`config.mk`:
```
export PLATFORM = sky130hd
export DESIGN_NAME = if_fetch_stage
export DESIGN_NICKNAME = d
export VERILOG_FILES = /design/src/rtl/rv_if_pkg.sv /design/src/rtl/if_id_reg.sv /design/src/rtl/if_fetch_stage.sv
export SDC_FILE = /design/constraint.sdc
export NUM_CORES = 1
export LEC_CHECK = 0
export CAP_MARGIN = 5
export CORE_MARGIN = 8
export CORE_UTILIZATION = 40
export CTS_CLUSTER_DIAMETER = 120
export DETAILED_ROUTE_END_ITERATION = 12
export PLACE_DENSITY = 0.68
export SETUP_SLACK_MARGIN = 0.1
export SLEW_MARGIN = 10
export SYNTH_ARGS = -nofsm -noshare
export SYNTH_HDL_FRONTEND = slang
export SYNTH_SLANG_ARGS = --single-unit
```
`constraint.sdc`:
```
create_clock -name clk -period 2.97 [get_ports clk]
set_input_delay 0.594 -clock clk [delete_from_list [all_inputs] [get_ports clk]]
set_output_delay 0.594 -clock clk [all_outputs]
set_load 0.01 [all_outputs]
```
`src/rtl/rv_if_pkg.sv`:
```
// Shared types and constants for the RV32 IF stage.
//   fetch_state_e : fetch FSM state encoding (2 bits)
//   RV_NOP_INSTR  : bubble instruction (addi x0,x0,0)
//   RV_RESET_PC   : default PC after reset
package rv_if_pkg;

  localparam int unsigned XLEN = 32;

  typedef enum logic [1:0] {
    S_IDLE  = 2'd0,
    S_FETCH = 2'd1,
    S_HOLD  = 2'd2,
    S_DROP  = 2'd3
  } fetch_state_e;

  localparam logic [XLEN-1:0] RV_NOP_INSTR = 32'h0000_0013;
  localparam logic [XLEN-1:0] RV_RESET_PC  = 32'h0000_0000;

endpackage

```
`src/rtl/if_id_reg.sv`:
```
// IF/ID pipeline register.
// Priority: reset > flush > stall (hold) > load > bubble.
//   clk, rst_n           : clock, synchronous active-low reset
//   load_i, pc_i, instr_i: load a real instruction
//   flush_i              : squash (valid=0, NOP, pc kept)
//   stall_i              : hold contents
//   bubble_i             : insert NOP, pc kept
//   pcd_o/instr_o/valid_o: register contents
module if_id_reg
  import rv_if_pkg::*;
#(
  parameter logic [XLEN-1:0] NOP_INSTR = RV_NOP_INSTR
) (
  input  logic            clk,
  input  logic            rst_n,
  input  logic            load_i,
  input  logic            flush_i,
  input  logic            stall_i,
  input  logic            bubble_i,
  input  logic [XLEN-1:0] pc_i,
  input  logic [XLEN-1:0] instr_i,
  output logic [XLEN-1:0] pcd_o,
  output logic [XLEN-1:0] instr_o,
  output logic            valid_o
);

  logic [XLEN-1:0] pcd_q, pcd_d;
  logic [XLEN-1:0] instr_q, instr_d;
  logic            valid_q, valid_d;

  // Next-value selection in priority order
  always_comb begin
    pcd_d   = pcd_q;
    instr_d = instr_q;
    valid_d = valid_q;
    if (flush_i) begin
      instr_d = NOP_INSTR;
      valid_d = 1'b0;
    end else if (stall_i) begin
      pcd_d   = pcd_q;
    end else if (load_i) begin
      pcd_d   = pc_i;
      instr_d = instr_i;
      valid_d = 1'b1;
    end else if (bubble_i) begin
      instr_d = NOP_INSTR;
      valid_d = 1'b0;
    end
  end

  always_ff @(posedge clk) begin
    if (!rst_n) begin
      pcd_q   <= '0;
      instr_q <= NOP_INSTR;
      valid_q <= 1'b0;
    end else begin
      pcd_q   <= pcd_d;
      instr_q <= instr_d;
      valid_q <= valid_d;
    end
  end

  assign pcd_o   = pcd_q;
  assign instr_o = instr_q;
  assign valid_o = valid_q;

endmodule

```
`src/rtl/if_fetch_stage.sv`:
```
// RV32 IF stage: holds PCF, runs the imem request/ack handshake and owns
// the IF/ID register. pc_in (PCF+4 or a taken target) comes back from the
// next-PC generator; PCF only moves when a fetch completes or on redirect.
// Ports:
//   clk, rst_n                 : clock, synchronous active-low reset
//   pc_in, redirect            : next PC and taken-target flag
//   stall_f, flush_d           : hazard unit controls
//   pcf                        : current fetch PC
//   imem_req/addr/ack/rdata    : instruction memory handshake
//   pcd, instr_d, valid_d      : IF/ID register
// Optional (IF_PERF_CNT_EN): perf_fetch_cnt, perf_wait_cnt.
module if_fetch_stage
  import rv_if_pkg::*;
#(
  parameter logic [XLEN-1:0] RESET_PC  = RV_RESET_PC,
  parameter logic [XLEN-1:0] NOP_INSTR = RV_NOP_INSTR
) (
  input  logic            clk,
  input  logic            rst_n,
  input  logic [XLEN-1:0] pc_in,
  input  logic            redirect,
  input  logic            stall_f,
  input  logic            flush_d,
  output logic [XLEN-1:0] pcf,
  output logic            imem_req,
  output logic [XLEN-1:0] imem_addr,
  input  logic            imem_ack,
  input  logic [XLEN-1:0] imem_rdata,
  output logic [XLEN-1:0] pcd,
  output logic [XLEN-1:0] instr_d,
  output logic            valid_d
`ifdef IF_PERF_CNT_EN
  ,
  output logic [31:0]     perf_fetch_cnt,
  output logic [31:0]     perf_wait_cnt
`endif
);

  fetch_state_e    state_q, state_d;
  logic [XLEN-1:0] pcf_q, pcf_d;
  logic [XLEN-1:0] addr_q, addr_d;
  logic            req_q, req_d;
  logic [XLEN-1:0] hold_pc_q, hold_pc_d;
  logic [XLEN-1:0] hold_instr_q, hold_instr_d;

  logic            ack_c;
  logic            load_c;
  logic [XLEN-1:0] load_pc_c;
  logic [XLEN-1:0] load_instr_c;

  // Acks arriving while no request is outstanding are stale
  assign ack_c = imem_ack & req_q;

  // Fetch FSM next state, PCF update and IF/ID load selection
  always_comb begin
    state_d      = state_q;
    pcf_d        = pcf_q;
    hold_pc_d    = hold_pc_q;
    hold_instr_d = hold_instr_q;
    load_c       = 1'b0;
    load_pc_c    = pcf_q;
    load_instr_c = imem_rdata;

    case (state_q)
      S_IDLE: state_d = S_FETCH;
      S_FETCH: begin
        if (redirect) begin
          // Response (if any) belongs to the wrong path
          pcf_d   = pc_in;
          state_d = ack_c ? S_FETCH : S_DROP;
        end else if (ack_c && !stall_f) begin
          load_c = 1'b1;
          pcf_d  = pc_in;
        end else if (ack_c) begin
          hold_pc_d    = pcf_q;
          hold_instr_d = imem_rdata;
          state_d      = S_HOLD;
        end
      end
      S_HOLD: begin
        if (redirect) begin
          pcf_d   = pc_in;
          state_d = S_FETCH;
        end else if (!stall_f) begin
          load_c       = 1'b1;
          load_pc_c    = hold_pc_q;
          load_instr_c = hold_instr_q;
          pcf_d        = pc_in;
          state_d      = S_FETCH;
        end
      end
      S_DROP: begin
        // Wait out the stale request; later redirects still update PCF
        if (redirect) pcf_d = pc_in;
        if (ack_c) state_d = S_FETCH;
      end
      default: state_d = S_IDLE;
    endcase

    // Address is captured whenever the FSM is (re)entering or staying in FETCH
    addr_d = (state_d == S_FETCH) ? {pcf_d[XLEN-1:2], 2'b00} : addr_q;
    req_d  = (state_d == S_FETCH) || (state_d == S_DROP);
  end

  always_ff @(posedge clk) begin
    if (!rst_n) begin
      state_q      <= S_IDLE;
      pcf_q        <= RESET_PC;
      addr_q       <= '0;
      req_q        <= 1'b0;
      hold_pc_q    <= '0;
      hold_instr_q <= '0;
    end else begin
      state_q      <= state_d;
      pcf_q        <= pcf_d;
      addr_q       <= addr_d;
      req_q        <= req_d;
      hold_pc_q    <= hold_pc_d;
      hold_instr_q <= hold_instr_d;
    end
  end

  assign pcf       = pcf_q;
  assign imem_req  = req_q;
  assign imem_addr = addr_q;

  if_id_reg #(
    .NOP_INSTR(NOP_INSTR)
  ) u_if_id_reg (
    .clk     (clk),
    .rst_n   (rst_n),
    .load_i  (load_c),
    .flush_i (flush_d),
    .stall_i (stall_f),
    .bubble_i(!load_c),
    .pc_i    (load_pc_c),
    .instr_i (load_instr_c),
    .pcd_o   (pcd),
    .instr_o (instr_d),
    .valid_o (valid_d)
  );

`ifdef IF_PERF_CNT_EN
  logic [31:0] fetch_cnt_q, fetch_cnt_d;
  logic [31:0] wait_cnt_q, wait_cnt_d;

  // Count real IF/ID loads and request cycles without a response
  always_comb begin
    fetch_cnt_d = fetch_cnt_q;
    wait_cnt_d  = wait_cnt_q;
    if (load_c && !flush_d && !stall_f) fetch_cnt_d = fetch_cnt_q + 32'd1;
    if (req_q && !imem_ack)             wait_cnt_d  = wait_cnt_q + 32'd1;
  end

  always_ff @(posedge clk) begin
    if (!rst_n) begin
      fetch_cnt_q <= '0;
      wait_cnt_q  <= '0;
    end else begin
      fetch_cnt_q <= fetch_cnt_d;
      wait_cnt_q  <= wait_cnt_d;
    end
  end

  assign perf_fetch_cnt = fetch_cnt_q;
  assign perf_wait_cnt  = wait_cnt_q;
`endif

endmodule

```
**Yosys cells after proc, flatten, opt, wreduce, memory -nomap -nowiden**

Cells that the tools add are included.
Widths: inputs -> output; s select.

- Bitwise gates (word level): 6
- Mux-type cells: 25
- Reduce and logical (&&, ||, !) cells: 9
- Eq/ne operators: 8

Operators with widths:

| operator | count |
|---|---|
| $mux 32 | 10 |
| $pmux 32 s3 | 1 |
| $mux 2 | 7 |
| $pmux 2 s4 | 1 |
| $reduce_and 4->1 | 2 |
| $eq 2x2->1 const B | 3 |
| $ne 3x3->1 const B | 2 |
| $mux 1 | 5 |
| $not 1->1 | 5 |
| $eq 2x1->1 const B | 2 |
| $reduce_and 3->1 | 1 |
| $reduce_bool 3->1 | 1 |
| $logic_not 2->1 | 1 |
| $ne 2x2->1 const B | 1 |
| $pmux 1 s2 | 1 |
| $reduce_or 2->1 | 1 |
| $and 1x1->1 | 1 |
| $logic_and 1x1->1 | 1 |
| $logic_not 1->1 | 1 |
| $logic_or 1x1->1 | 1 |

- Bits of input ports: 70
- Word-level logic and storage cells: 58
- Register bits after elaboration: 194

**Depth between registers and ports, before layout**

Gate-level depths: netlist of run 1.

- Depth after elaboration: 7
- Mapped depth: 10
- Gate-level depth less buffers: 7

**Hierarchy**

Synthesis of run 1 repeated with hierarchy kept, for this count alone.

- Cells, all modules: 833
- Area, all modules: 7813.7 um^2

By module, submodules not included:

| module | cells an instance | area each (um^2) | seq. area each (um^2) | instances |
|---|---|---|---|---|
| if_fetch_stage | 608 | 5467.7 | 2562.5 | 1 |
| if_id_reg | 225 | 2346.0 | 1301.2 | 1 |

**Worst setup path after synthesis of run 1**

OpenSTA, ideal clock, no wires.

- Path kind: register to register
- Start point: register state_q[0]
- End point: register addr_q[20] (netlist: imem_addr[20])
- Slack: 0.899 ns
- Data arrival time: 1.951 ns
- Stages on the path, launching flop included: 11
- Library setup time: 0.120 ns
- Path through: dfxtp_1 > buf_6 > inv_1 > ha_1 > a21oi_1 > o22ai_1 > or2_1 > buf_4 > buf_6 > a22oi_2 > a21oi_1

- Longest elaborated chain between the ends: 5

RTL lines:

| element | line | text |
|---|---|---|
| start, declared | if_fetch_stage.sv:39 | `fetch_state_e state_q, state_d;` |
| start signal, assigned | if_fetch_stage.sv:114 | `state_q <= state_d;` |
| $mux 2 | if_fetch_stage.sv:74 | `end else if (ack_c) begin` |
| $mux 2 | if_fetch_stage.sv:71 | `end else if (ack_c && !stall_f) begin` |
| $mux 2 | if_fetch_stage.sv:67 | `if (redirect) begin` |
| $pmux 2 s4 | if_fetch_stage.sv:64 | `case (state_q)` |
| $eq 2x1->1 | if_fetch_stage.sv:101 | `addr_d = (state_d == S_FETCH) ? {pcf_d[XLEN-1:2], 2'b00} : addr_q;` |
| end signal, assigned | if_fetch_stage.sv:116 | `addr_q <= addr_d;` |
| end, declared | if_fetch_stage.sv:41 | `logic [XLEN-1:0] addr_q, addr_d;` |

Parallel ways exist; a longest one is shown, timed or not.
A chain may end at the register's enable or synchronous reset.

**Worst setup path after layout of run 1**

- Start point: register state_q[0]
- End point: register addr_q[8] (netlist: imem_addr[8])

Same word-level chain as after synthesis.

==> results of run 1 <==
==> through the flow <==
step           utilization (%)  total power, mW
5_1_grt                   55.6             6.00
6_report                  55.6             5.77
3_3_place_gp              52.2             3.42
2_1_floorplan                -             3.10
4_1_cts                   55.6             5.82
3_5_place_dp              52.2             3.43
==> worst reg2reg max path, stage by stage (launching register included) <==
cell and delay, ps:
dfxtp_1 570, inv_1 150, ha_1 350, a31o_2 280, a21oi_1 240, nor3_4 60, buf_4 280, a22oi_1 310
a21oi_1 100
==> state kept, by name, summed over array words and instances (netlist names) <==
name,cells
hold_pc_q,32
u_if_id_reg.valid_o,1
imem_addr,30
hold_instr_q,32
u_if_id_reg.pcd_o,32
u_if_id_reg.instr_o,32
state_q,2
pcf,32
==> worst paths after layout <==
kind / start / end / slack [ps] / cells after the start
max: state_q[0] / imem_addr[8] / 500 / 8
min: hold_pc_q[4] / hold_pc_q[4] / 450 / 2
max reg2reg: state_q[0] / imem_addr[8] / 500 / 8
min reg2reg: hold_pc_q[4] / hold_pc_q[4] / 450 / 2
==> cell type report <==
class / instances / area, sq um / share of cell area [%]
clock buffers: 18 / 439 / 4.25
clock inverters: 14 / 194 / 1.88
inverters: 4 / 17.5 / 0.170
multi-input cells: 660 / 3290 / 31.8
flip-flops and latches: 193 / 3860 / 37.4
well taps: 234 / 293 / 2.84
repair buffers: 218 / 2230 / 21.6
==> metal layers <==
| metal | up-vias | part of all wire, % | global-route usage (%) |
|---|---|---|---|
| met5 | - | 0 | 0 |
| met3 | 24 | 5.8 | 4.65 |
| li1 | 3469 | - | - |
| met2 | 201 | 47 | 29.4 |
| met1 | 3205 | 45 | 23.2 |
| met4 | 0 | 2.0 | 6.36 |
==> power by group through the flow <==
stage	clock network [mW]	logic, mW	registers [mW]
finish	2.41	0.644	2.72
global route	2.58	0.692	2.73
global placement	0	0.643	2.78
detailed placement	0	0.648	2.78
CTS	2.46	0.650	2.72
floorplan	0	0.305	2.80
==> cell families after synthesis <==
| kind of cell | Yosys count | share of synthesized area [%] |
|---|---|---|
| fa+ha+maj | 6 | 0.996 |
| flops | 193 | 51.3 |
| simple gates | 387 | 20.3 |
| mux | 1 | 0.149 |
| other cells | 1 | 0.0498 |
| buf+inv | 80 | 5.43 |
| compound gates | 264 | 21.8 |
==> cell usage in the layout, fill, tap and decap left out, drive strengths merged, types with 2 or more instances in the layout <==
master	instances
a221oi	2
nand2	258
clkinv	5
a21oi	160
nand3	4
ha	6
o22ai	4
conb	2
clkbuf	18
dfxtp	193
a22oi	29
or2	2
buf	21
nand2b	5
nor3	2
bufinv	2
inv	11
clkdlybuf4s50	197
a311oi	33
nor2b	3
nor2	109
o21ai	31
==> flow_metrics.py, run 1 <==
metrics = {
    "power_and_ir_drop": {
        "peakVddDrop_uv": 427,
        "p_leak_nw": 3.48,
        "power.share.combinational_pct": 11.2,
        "p_sw_mw": 1.48,
        "p_int_mw": 4.29,
        "p_per_area_mw_per_mm2": 559,
        "seqPwrFrac_pct": 47.1,
        "p_clk_share_pct": 41.7,
        "p_sw_share_pct": 25.6,
    },
    "grt": {
        "globalRouteTotalUtil_pct": 18.2,
        "antenna_found_initial": 0,
        "grt_pass1_wl_mm": 35.1,
        "grt_start_max_net_pins": 65,
        "grt_pass1_vias": 6621,
        "grt-ovfl-total": 0,
    },
    "timing": {
        "holdWs_ps": 455,
        "report.final.hold_viol_count": 0,
        "tns_ps": 0,
        "finClkSkew_ps": 11.0,
        "rsz0062_at_grt": "false",
        "min_period_ps": 2470,
        "fmax_mhz": 405,
        "setup_viol": 0,
        "layout_setup_ws_ps": 501,
        "final_max_slew_viol_count": 0,
        "fin_crit_sh_pct": 83.1,
    },
    "drt": {
        "drt-total-wl_mm": 21.9,
        "routedWlPerCell_um": 16.3,
        "vias_per_cell": 5.14,
        "ant_nets": 0,
        "drt_first_iter_violations": 427,
        "detail_route.drc_violations": 0,
        "vias": 6899,
        "first_pass_iters": 5,
    },
    "synthesis": {
        "ys.flop_type": "dfxtp_1",
        "ys_warn_count": 0,
        "async_flop_share_pct": 0,
        "avgSynthCellArea_sq_um": 8.08,
        "synth_edf_count": 0,
        "synth_common_cells": "nand2_1, dfxtp_1, a21oi_1",
        "netlist_instances": 932,
        "yosysTopAreaCellShare_pct": 51.3,
        "synth_top_area_cell": "dfxtp_1",
        "ys_ff_latch": 193,
        "synth.distinct_cells": 42,
        "syn_area_sq_mm": 0.00753,
        "ys_seq_area_share_pct": 51.3,
        "yosysMostFrequentCell": "nand2_1",
        "synth_area_leaders": "dfxtp_1, nand2_1, a21oi_1, nor2_1, a311oi_1",
    },
    "clock_network": {
        "root_buffer": "clkbuf_16",
        "ctsResizeCount": 0,
        "cts_buffers": 17,
        "clkLatencyLatePin_ps": 430,
        "cts_tree": "built",
        "clock_tree.buffer_depth": 2,
        "clkTransAtPathRegs_ps": 70,
        "post_cts_buffers": 0,
        "cts_sinks": 193,
        "cts_hold_buf": 0,
        "cts_max_level": 4,
    },
    "layout": {
        "nNetsFinal": 1170,
        "stdcell_area_sq_mm": 0.0103,
        "drive_gt1_share_pct": 7.23,
        "final_cells": 1341,
        "fillers": 1724,
        "area_growth_syn_to_layout_pct": 37.1,
        "diodes": 0,
    },
    "floorplanning": {
        "rows": 50,
        "placeableCoreArea_sq_mm": 0.0186,
        "die-area_sq_mm": 0.0235,
        "start_util_pct": 40.5,
        "fp.dieH_um": 153,
        "fp.dieW_um": 153,
        "io_pins": 200,
    },
    "placement": {
        "gp_congestion": 0.794,
        "place_hpwl_mm": 14.6,
        "dp_cells": 1309,
        "preCtsSetupSlack_ps": 293,
        "numPortBuffers": 197,
        "postPlaceCellArea_sq_mm": 0.00969,
    },
    "critical_path": {
        "slowest_delay_ps": 570,
        "path_class": "flop to flop",
        "critPathMostFrequentCell": "a21oi_1",
        "crit_fanout": 29,
        "end_kind": "flop",
        "crit_buf_inv": 2,
        "cp.arrival_ps": 2780,
        "cp_cell_sequence": "inv_1 -> ha_1 -> a31o_2 -> a21oi_1 -> nor3_4 -> buf_4 -> a22oi_1 -> a21oi_1",
        "cp_slowest_cell": "dfxtp_1",
        "cp.required_ps": 3280,
        "cp_top_family": "compound AO/OA/AOI/OAI gates",
        "critPathLaunchType": "flop",
    },
    "status": {
        "outcome": "completed",
    },
    "run": {
        "cap_violations": 0,
    },
    "worst_hold_path": {
        "hp-class": "flop to flop",
    },
}
Power figures use the tool's default switching activity.
==> run 2, diff against run 1 <==
- clock period: 2.97 -> 2.3 ns (I/O delays scaled with it)
==> run 2 against run 1 <==
  * Clock skew barely moved
  * Cell count increased by 1.0%
  * Core utilization rose by 0.92 points
  * Non-clock buffer count up 14
  * Via count grew 0.99%
  * Setup slack got worse by 220 ps
  * Power is 29% higher
  * Cell area is 1.6% higher
  * Die area did not move
  * Wire length grew 1.7%
  * Largest cell class unchanged
==> flow_metrics.py, run 2 (synthesis results as in run 1) <==
metrics = {
    "critical_path": {
        "end_kind": "flop",
        "ff2ff_setup_slack_ps": 280,
        "rr_startpoint": "state_q[1]",
        "crit_buf_inv": 2,
        "startpoint": "state_q[1]",
        "crit_fanout": 34,
        "cp_slowest_cell": "ha_1",
        "critPathLaunchType": "flop",
        "slowest_delay_ps": 430,
        "path_class": "flop to flop",
        "cp.required_ps": 2660,
        "cp_top_family": "compound AO/OA/AOI/OAI gates",
        "cp_cell_sequence": "inv_1 -> ha_1 -> nor2_1 -> a221oi_4 -> buf_12 -> o21ai_1 -> a21oi_1",
        "cp.arrival_ps": 2380,
    },
    "worst_hold_path": {
        "hp-class": "flop to flop",
        "min_from": "hold_pc_q[31]",
    },
    "power_and_ir_drop": {
        "p_per_area_mw_per_mm2": 709,
        "p_clk_share_pct": 41.0,
        "power.share.combinational_pct": 11.9,
        "p_sw_share_pct": 25.6,
        "p_sw_mw": 1.91,
        "p_leak_nw": 3.56,
        "p_int_mw": 5.53,
        "peakVddDrop_uv": 538,
        "seqPwrFrac_pct": 47.1,
    },
    "placement": {
        "gp_congestion": 0.782,
        "place_hpwl_mm": 15.0,
        "numPortBuffers": 197,
    },
    "grt": {
        "grt_start_max_net_pins": 57,
        "grt_pass1_wl_mm": 36.5,
        "grt_pass1_vias": 6940,
        "antenna_found_initial": 0,
        "globalRouteTotalUtil_pct": 18.9,
        "grt-ovfl-total": 0,
    },
    "floorplanning": {
        "fp.dieW_um": 153,
        "fp.dieH_um": 153,
        "rows": 50,
        "start_util_pct": 40.5,
        "die-area_sq_mm": 0.0235,
        "io_pins": 200,
        "placeableCoreArea_sq_mm": 0.0186,
    },
    "clock_network": {
        "cts_buffers": 17,
        "cts_tree": "built",
        "cts_max_level": 4,
        "clock_tree.buffer_depth": 2,
        "cts_sinks": 193,
        "root_buffer": "clkbuf_16",
        "clkLatencyLatePin_ps": 430,
        "clkTransAtPathRegs_ps": 80,
    },
    "timing": {
        "rsz0062_at_grt": "false",
        "min_period_ps": 2020,
        "setup_viol": 0,
        "fmax_mhz": 496,
        "holdWs_ps": 454,
        "final_max_slew_viol_count": 0,
        "finClkSkew_ps": 11.3,
        "report.final.hold_viol_count": 0,
        "fin_crit_sh_pct": 87.7,
    },
    "drt": {
        "detail_route.drc_violations": 0,
        "drt_first_iter_violations": 525,
        "routedWlPerCell_um": 16.4,
        "vias_per_cell": 5.14,
        "first_pass_iters": 5,
        "ant_nets": 0,
        "vias": 6967,
        "drt-total-wl_mm": 22.3,
    },
    "run": {
        "cap_violations": 0,
    },
    "layout": {
        "final_util_pct": 56.5,
        "final_common_cell": "nand2_1",
        "layout_common_cells": "nand2_1, clkdlybuf4s50_1, dfxtp_1, a21oi_1, nor2_1",
        "area_growth_syn_to_layout_pct": 39.3,
        "nNetsFinal": 1184,
        "diodes": 0,
        "drive_gt1_share_pct": 8.47,
    },
    "status": {
        "outcome": "completed",
    },
}
==> run 2: cell types whose count changed in the layout (fill, tap and decap cells not counted), moves of 2 or more <==
cell and change:
buf_12 +6, buf_4 +8, clkinvlp_4 +2, inv_6 +2
inv_8 -2
==> run 2: path summary, 6_finish.rpt <==
kind / to / cells after the start
max: imem_addr[16] / 7
min: hold_pc_q[31] / 2
max reg2reg: imem_addr[16] / 7
min reg2reg: hold_pc_q[31] / 2
==> run 2: layout make-up <==
cell class	count	area (sq um)
inverter	4	17.5
tap	234	293
clock buffer	17	425
fill	1748	8090
timing repair buffer	232	2410
sequential	193	3860
multi-input combinational	660	3290
clock inverter	15	195
==> run 2: timing repair <==
action                     CTS  global route
setup endpoints to repair    0             1
hold buffers                 0             0
resized for setup            0             1
setup buffers                0             0
==> run 2: stage by stage <==
| stage | setup WS [ps] | instance area [sq um] | TNS, ps | cells | power [mW] |
|---|---|---|---|---|---|
| finish | 284 | 10500 | 0 | 1355 | 7.44 |
| global route | 124 | 10500 | 0 | 1355 | 7.75 |
| CTS | 262 | 10500 | 0 | 1355 | 7.51 |
| detailed placement | -81.0 | 9870 | -1360 | 1323 | 4.47 |
| global placement | -45.3 | 9870 | -287 | 1323 | 4.46 |
| floorplan | 229 | 7540 | 0 | 933 | 4.01 |
==> run 2: worst min-delay path, cell delays in order (launching register included) <==
cell and delay, ps:
dfxtp_1 310, nand2_1 50, a21oi_1 50
==> run 2: power groups by stage <==
stage	Clock, mW	Combinational [mW]	Sequential [mW]
5_1_grt	3.28	0.957	3.51
3_3_place_gp	0	0.878	3.58
3_5_place_dp	0	0.887	3.58
2_1_floorplan	0	0.394	3.61
6_report	3.05	0.887	3.50
4_1_cts	3.12	0.891	3.50
==> run 2: routing by layer <==
metal / vias to the layer above / track usage [%] / part of all wire (%)
li1: 3488 / - / -
met5: - / 0 / 0
met1: 3251 / 23.8 / 45
met2: 194 / 30.5 / 47
met4: 0 / 7.59 / 2.9
met3: 34 / 4.62 / 5.5
==> RTL edit 1: new RTL, config.mk and constraints of run 2 <==
Build with the macro `IF_PERF_CNT_EN` defined.
--- a/src/rtl/if_fetch_stage.sv
+++ b/src/rtl/if_fetch_stage.sv
@@ -9,6 +9,8 @@
 //   imem_req/addr/ack/rdata    : instruction memory handshake
 //   pcd, instr_d, valid_d      : IF/ID register
 // Optional (IF_PERF_CNT_EN): perf_fetch_cnt, perf_wait_cnt.
+`define IF_PERF_CNT_EN
+
 module if_fetch_stage
   import rv_if_pkg::*;
 #(
Formal check against the unedited RTL (old outputs only; new: perf_fetch_cnt and perf_wait_cnt): equivalent (Yosys induction, for registers that start in step).
==> RTL edit 1 against run 2 <==
- synthesized cell count is 26% higher
- wire length grew 40%
- sequential cell count rose by 64
- die area up 31%
- count of clock-buffer cells in the layout increased by 25
- critical path depth grew 2
- global-route usage increased by 0.098 points
- largest power group unchanged
- sequential power up 32%
- cell area rose by 41%
- area after synthesis rose by 35%
- sequential share of layout area is 1.9 points lower
- power up 35%
- worst setup slack lost 200 ps
==> RTL edit 1: results (changes against run 2) <==
| Metric | Value |
|---|---|
| Run status | `complete, no violations` |
| Net Sw Frac | `23.9% (-1.7 points)` |
| Initial antenna violation count | `1 (+1)` |
| Clock Pin Slew Worst Setup and Hold Paths | `60 ps (-20 ps)` |
| Drt initial violations | `722 (+38%)` |
| DRC viols | `0 (unchanged)` |
| HP Class | `reg2reg` |
| Static Leak | `5.55 nW (+56%)` |
| H-tree levels | `1 (-3)` |
| RR Endpoint | `perf_fetch_cnt[31]$_SDFFE_PN0P_` |
| Later-pin clock latency in the skew report | `550 ps (+120 ps)` |
| Share of cells above drive strength 1 | `9.81% (+1.3 points)` |
| Post-synth ARST share | `0% (unchanged)` |
| Global-route wire length before repair | `48800 um (+34%)` |
| Hold Path End | `hold_pc_q[15]$_SDFFE_PN0P_` |
| Fillers | `2175 (+24%)` |
| Final GP Congestion | `0.826 (+5.6%)` |
| Top FF cell, synth | `dfxtp_1` |
| Inst Count DP | `1731 (+31%)` |
| Pin count of the biggest net entering global routing | `58 (+1.8%)` |
| DP Area | `13600 um2 (+38%)` |
| DP HPWL | `20700 um (+38%)` |
| Final wirelength | `31300 um (+40%)` |
| Number of port buffers | `261 (+32%)` |
| Reg2Reg Depth | `9 (+2)` |
| Worst r2r src | `state_q[0]$_SDFF_PN0_` |
| CTS root buffer | `clkbuf_16` |
| Hold depth | `2 (unchanged)` |
| Vias per cell | `5.15 (about the same)` |
| Register area share after synthesis | `50.7% (-0.62 points)` |
| Wire length per cell | `17.4 um (+5.8%)` |
| Critical path arrival | `2690 ps (+310 ps)` |
| Synth warn | `0 (unchanged)` |
| Final Skew | `21.7 ps (+10.5 ps)` |
| Max FO, Critical Path | `5 (-85%)` |
| Flop2flop setup slack | `90 ps (-200 ps)` |
| Yosys cell types | `50 (+19%)` |
| Mapped Area | `10200 um2 (+35%)` |
| Total CTS buffers | `29 (+12)` |
| Fin Hold WS | `451 ps (-2.89 ps)` |
| DRT Pass-1 Iters | `5 (unchanged)` |
| Hold path startpoint | `hold_pc_q[15]$_SDFFE_PN0P_` |
| Ranking of synthesized cells by area | `dfxtp_1 (51%), nor2_1 (6.9%), a21oi_1 (6.6%), mux2i_1 (6.1%), nand2_1 (5.6%)` |
| Setup WS pre-CTS | `-459 ps (-378 ps)` |
| Post-layout nets | `1524 (+29%)` |
| Gr usage total | `19.0% (+0.098 points)` |
| VDD IR max | `0.000765 V (+42%)` |
| Vias in the first global route | `8979 (+29%)` |
| CTS Buffer Depth | `3 (+1)` |
| Syn_area_per_cell | `8.68 um2 (+7.4%)` |
| Top cells by count, synth | `dfxtp_1 (257), nor2_1 (186), nand2_1 (151)` |
RTL edit 1: cell types whose count changed in the layout (fill, tap and decap cells not counted), moves of 46 or more:
cell,change
clkdlybuf4s50_1,+63
dfxtp_1,+62
mux2i_1,+62
nand2_1,-107
nor2_1,+79
xor2_1,+46
RTL edit 1: worst max-delay path, stage by stage (launching register included):
cell and delay (ps):
dfxtp_4 360, inv_4 40, ha_4 240, or3b_4 380, a2111oi_4 180, buf_4 190, nand3_4 100, buf_4 170
or3_4 330, a21oi_2 130
RTL edit 1: what timing repair did:
item,CTS,global route
endpoints found under the setup margin,39,54
gates resized for setup,3,19
cloned,2,3
pin swaps,4,7
buffers inserted,4,6
RTL edit 1: cell type report:
type,instances,area [um2],share of cell area [%]
diodes,1,2.50,0.0170
clock buffers,42,826,5.60
clock inverters,10,106,0.721
inverters,9,41.3,0.280
multi-input cells,820,4790,32.5
flip-flops and latches,257,5150,34.9
well taps,330,413,2.80
repair buffers,330,3430,23.2
RTL edit 1: how the worst max path moves through the flow:
| stage | endpoint | from | slack (ps) |
|---|---|---|---|
| 6_report | perf_fetch_cnt[31]$_SDFFE_PN0P_ | state_q[0]$_SDFF_PN0_ | 90 |
| 5_1_grt | perf_fetch_cnt[31]$_SDFFE_PN0P_ | state_q[1]$_SDFF_PN0_ | 10 |
| 4_1_cts | perf_fetch_cnt[25]$_SDFFE_PN0P_ | state_q[0]$_SDFF_PN0_ | 60 |
| 3_5_place_dp | perf_fetch_cnt[27]$_SDFFE_PN0P_ | stall_f | -460 |
| 3_3_place_gp | perf_fetch_cnt[25]$_SDFFE_PN0P_ | stall_f | -410 |
| 2_1_floorplan | perf_fetch_cnt[23]$_SDFFE_PN0P_ | state_q[0]$_SDFF_PN0_ | -60 |
RTL edit 1: cells by family after synthesis:
logic type,count (synthesis),share of synthesized area (%)
buf+inv,95,3.65
compound gates,252,14.7
fa+ha+maj,7,0.863
mux,65,6.44
flops,257,50.7
other cells,1,0.0369
simple gates,438,18.9
xor+xnor,55,4.74
RTL edit 1: metal layers:
layer | global-route usage [%] | part of all wire, %
met1 | 23.7 | 43
met2 | 31.6 | 47
met3 | 6.10 | 8.0
met4 | 4.10 | 1.5
met5 | 0 | 0
RTL edit 1: power groups by stage:
stage / Combinational (W) / Clock [W] / Sequential (W)
finish: 0.000983 / 0.00446 / 0.00462
global route: 0.00106 / 0.00478 / 0.00463
CTS: 0.000944 / 0.00457 / 0.00462
detailed placement: 0.000937 / 0 / 0.00472
global placement: 0.000933 / 0 / 0.00471
floorplan: 0.000359 / 0 / 0.00475
==> RTL edit 2: new RTL, config.mk and constraints of run 2 <==
Without the edit above. The 4 states of `fetch_state_e` get a Gray code encoding in 2 bits.
--- a/src/rtl/rv_if_pkg.sv
+++ b/src/rtl/rv_if_pkg.sv
@@ -7,10 +7,10 @@
   localparam int unsigned XLEN = 32;
 
   typedef enum logic [1:0] {
-    S_IDLE  = 2'd0,
-    S_FETCH = 2'd1,
-    S_HOLD  = 2'd2,
-    S_DROP  = 2'd3
+    S_IDLE  = 2'b00,
+    S_FETCH = 2'b01,
+    S_HOLD  = 2'b11,
+    S_DROP  = 2'b10
   } fetch_state_e;
 
   localparam logic [XLEN-1:0] RV_NOP_INSTR = 32'h0000_0013;
Formal check against the unedited RTL: no difference found for any inputs over 4 cycles, from zero or initial values and one cycle with rst_n low; so few cycles prove little.
==> RTL edit 2 against run 2 <==
- sequential cell count increased by 1
- area after synthesis increased by 3.5%
- global-route usage decreased by 0.86 points
- worst setup slack got worse by 66 ps
- critical endpoint is now imem_addr[14]$_SDFFE_PN0N_
- power increased by 6.1%
- register-to-register slack improved by 160 ps
- wire length decreased by 1.1%
- critical path depth increased by 2
- cell area increased by 3.0%
==> RTL edit 2: results (changes against run 2) <==
| Metric | Value |
|---|---|
| Setup bufs post-CTS | `0 (unchanged)` |
| Cell Count, Final, Fillers Out | `1388 (+2.4%)` |
| Max FO, Critical Path | `23 (-32%)` |
| Pin count of the biggest net entering global routing | `146 (+160%)` |
| Reg2Reg Depth | `8 (+1)` |
| Run status | `complete, no violations` |
| Global-route wire length before repair | `35000 um (-4.0%)` |
| CP Capture Type | `flop` |
| Crit path max-delay cell type | `clkdlybuf4s50_1` |
| DRT Pass-1 Iters | `7 (+2)` |
| Final Skew | `9.15 ps (-2.13 ps)` |
| Static Leak | `3.81 nW (+7.0%)` |
| Yosys cell types | `34 (-19%)` |
| CP startpoint | `imem_ack` |
| Clock Pin Slew Worst Setup and Hold Paths | `70 ps` |
| Vias in the first global route | `6663 (-4.0%)` |
| DP HPWL | `14800 um (-1.4%)` |
| Max stage delay on crit path | `460 ps (+30 ps)` |
| Register area share after synthesis | `49.8% (-1.5 points)` |
| Critical path arrival | `2390 ps` |
| Flop2flop setup slack | `440 ps (+160 ps)` |
| Top cells by count, synth | `nand2_1 (259), dfxtp_1 (194), o21ai_0 (124)` |
| Later-pin clock latency in the skew report | `430 ps (about the same)` |
| RR Endpoint | `imem_addr[14]$_SDFFE_PN0N_` |
| Synth warn | `0 (unchanged)` |
| Period Utilization, post-route | `90.5% (+2.9 points)` |
| Gr usage total | `18.0% (-0.86 points)` |
| Final setup fails | `0 (unchanged)` |
| HP Class | `reg2reg` |
| Setup WS pre-CTS | `-474 ps (-393 ps)` |
| Fillers | `1772 (+1.4%)` |
| Share of cells above drive strength 1 | `7.21% (-1.3 points)` |
| Vias per cell | `5.01 (-2.5%)` |
| Number of port buffers | `197 (unchanged)` |
| Drt initial violations | `326 (-38%)` |
| EDFF count, synth | `0 (unchanged)` |
| Wire length per cell | `15.9 um (-3.5%)` |
| VDD IR max | `0.000487 V (-9.6%)` |
| Total CTS buffers | `17 (unchanged)` |
| Mapped Cells | `943 (+1.2%)` |
| Worst slew margin | `59.0%` |
| Fin Setup TNS | `0 ps (unchanged)` |
| DP Area | `10200 um2 (+2.9%)` |
| Initial antenna violation count | `0 (unchanged)` |
| CTS root buffer | `clkbuf_16` |
| Final GP Congestion | `0.776 (-0.81%)` |
| Worst r2r src | `imem_req$_SDFF_PN0_` |
| CTS Buffer Depth | `2 (unchanged)` |
| Delay-heaviest family, CP | `buffers and inverters` |
| H-tree levels | `4 (unchanged)` |
| N_diodes | `0 (unchanged)` |
| Post-layout nets | `1182 (-0.17%)` |
| Ranking of synthesized cells by area | `dfxtp_1 (50%), nand2_1 (12%), o21ai_0 (8.0%), a21boi_0 (5.5%), nand3_1 (4.0%)` |
| Post-synth ARST share | `0% (unchanged)` |
RTL edit 2: changes by cell type in the layout (fill, tap and decap cells not counted), moves of 33 or more:
cell and delta:
a21oi_1 -158, o21ai_0 +124, nor2_1 -107, nand3_1 +59, a21boi_0 +57, a311oi_1 -33
RTL edit 2: power breakdown:
| group | switching [W] | total [W] | internal (W) |
|---|---|---|---|
| logic | 0.000561 | 0.00114 | 0.000584 |
| clock network | 0.00129 | 0.00314 | 0.00185 |
| registers | 0.000116 | 0.00362 | 0.00350 |
| total | 0.00196 | 0.00790 | 0.00593 |
RTL edit 2: layout make-up:
type                    count  area (um2)  share of cell area, %
well taps                 265         332                   3.07
clock buffers              19         443                   4.10
flip-flops and latches    194        3880                   35.9
inverters                  32         120                   1.11
clock inverters            12         179                   1.66
multi-input cells         635        3470                   32.1
repair buffers            231        2380                   22.0
RTL edit 2: cell families (layout without fill, tap and decap cells):
logic type               count (synthesis)  count (layout)  share of synthesized area [%]
multiplexers                            33              33                           4.30
flip-flops                             194             194                           49.8
buffers and inverters                  115             294                           6.44
other                                    1               2                         0.0481
adder cells (fa/ha/maj)                  1               1                          0.160
AND/OR/NAND/NOR                        340             340                           18.2
AO/OA/AOI/OAI                          259             259                           21.0
RTL edit 2: timing repair:
| item | 4_1_cts | 5_1_grt |
|---|---|---|
| endpoints found under the hold margin | 0 | 0 |
| resized for setup | 2 | 4 |
| cloned | 0 | 0 |
| setup endpoints to repair | 23 | 30 |
| pin swaps | 0 | 1 |
RTL edit 2: worst min-delay path by stage:
| stage | from | to | slack [ps] | cells after the start |
|---|---|---|---|---|
| 2_1_floorplan | hold_instr_q[0]$_SDFFE_PN0P_ | hold_instr_q[0]$_SDFFE_PN0P_ | 430 | 2 |
| 3_3_place_gp | u_if_id_reg.instr_o[14]$_SDFFE_PP0N_ | u_if_id_reg.instr_o[14]$_SDFFE_PP0N_ | 430 | 2 |
| 3_5_place_dp | u_if_id_reg.instr_o[10]$_SDFFE_PP0N_ | u_if_id_reg.instr_o[10]$_SDFFE_PP0N_ | 440 | 2 |
| 4_1_cts | hold_instr_q[16]$_SDFFE_PN0P_ | hold_instr_q[16]$_SDFFE_PN0P_ | 450 | 2 |
| 5_1_grt | hold_instr_q[19]$_SDFFE_PN0P_ | hold_instr_q[19]$_SDFFE_PN0P_ | 470 | 2 |
| 6_report | u_if_id_reg.instr_o[10]$_SDFFE_PP0N_ | u_if_id_reg.instr_o[10]$_SDFFE_PP0N_ | 450 | 2 |
RTL edit 2: routing by layer:
layer / global-route usage [%] / wire length (um)
met1: 23.1 / 10300
met2: 28.8 / 9930
met3: 5.07 / 1460
met4: 5.68 / 294
met5: 0 / 0
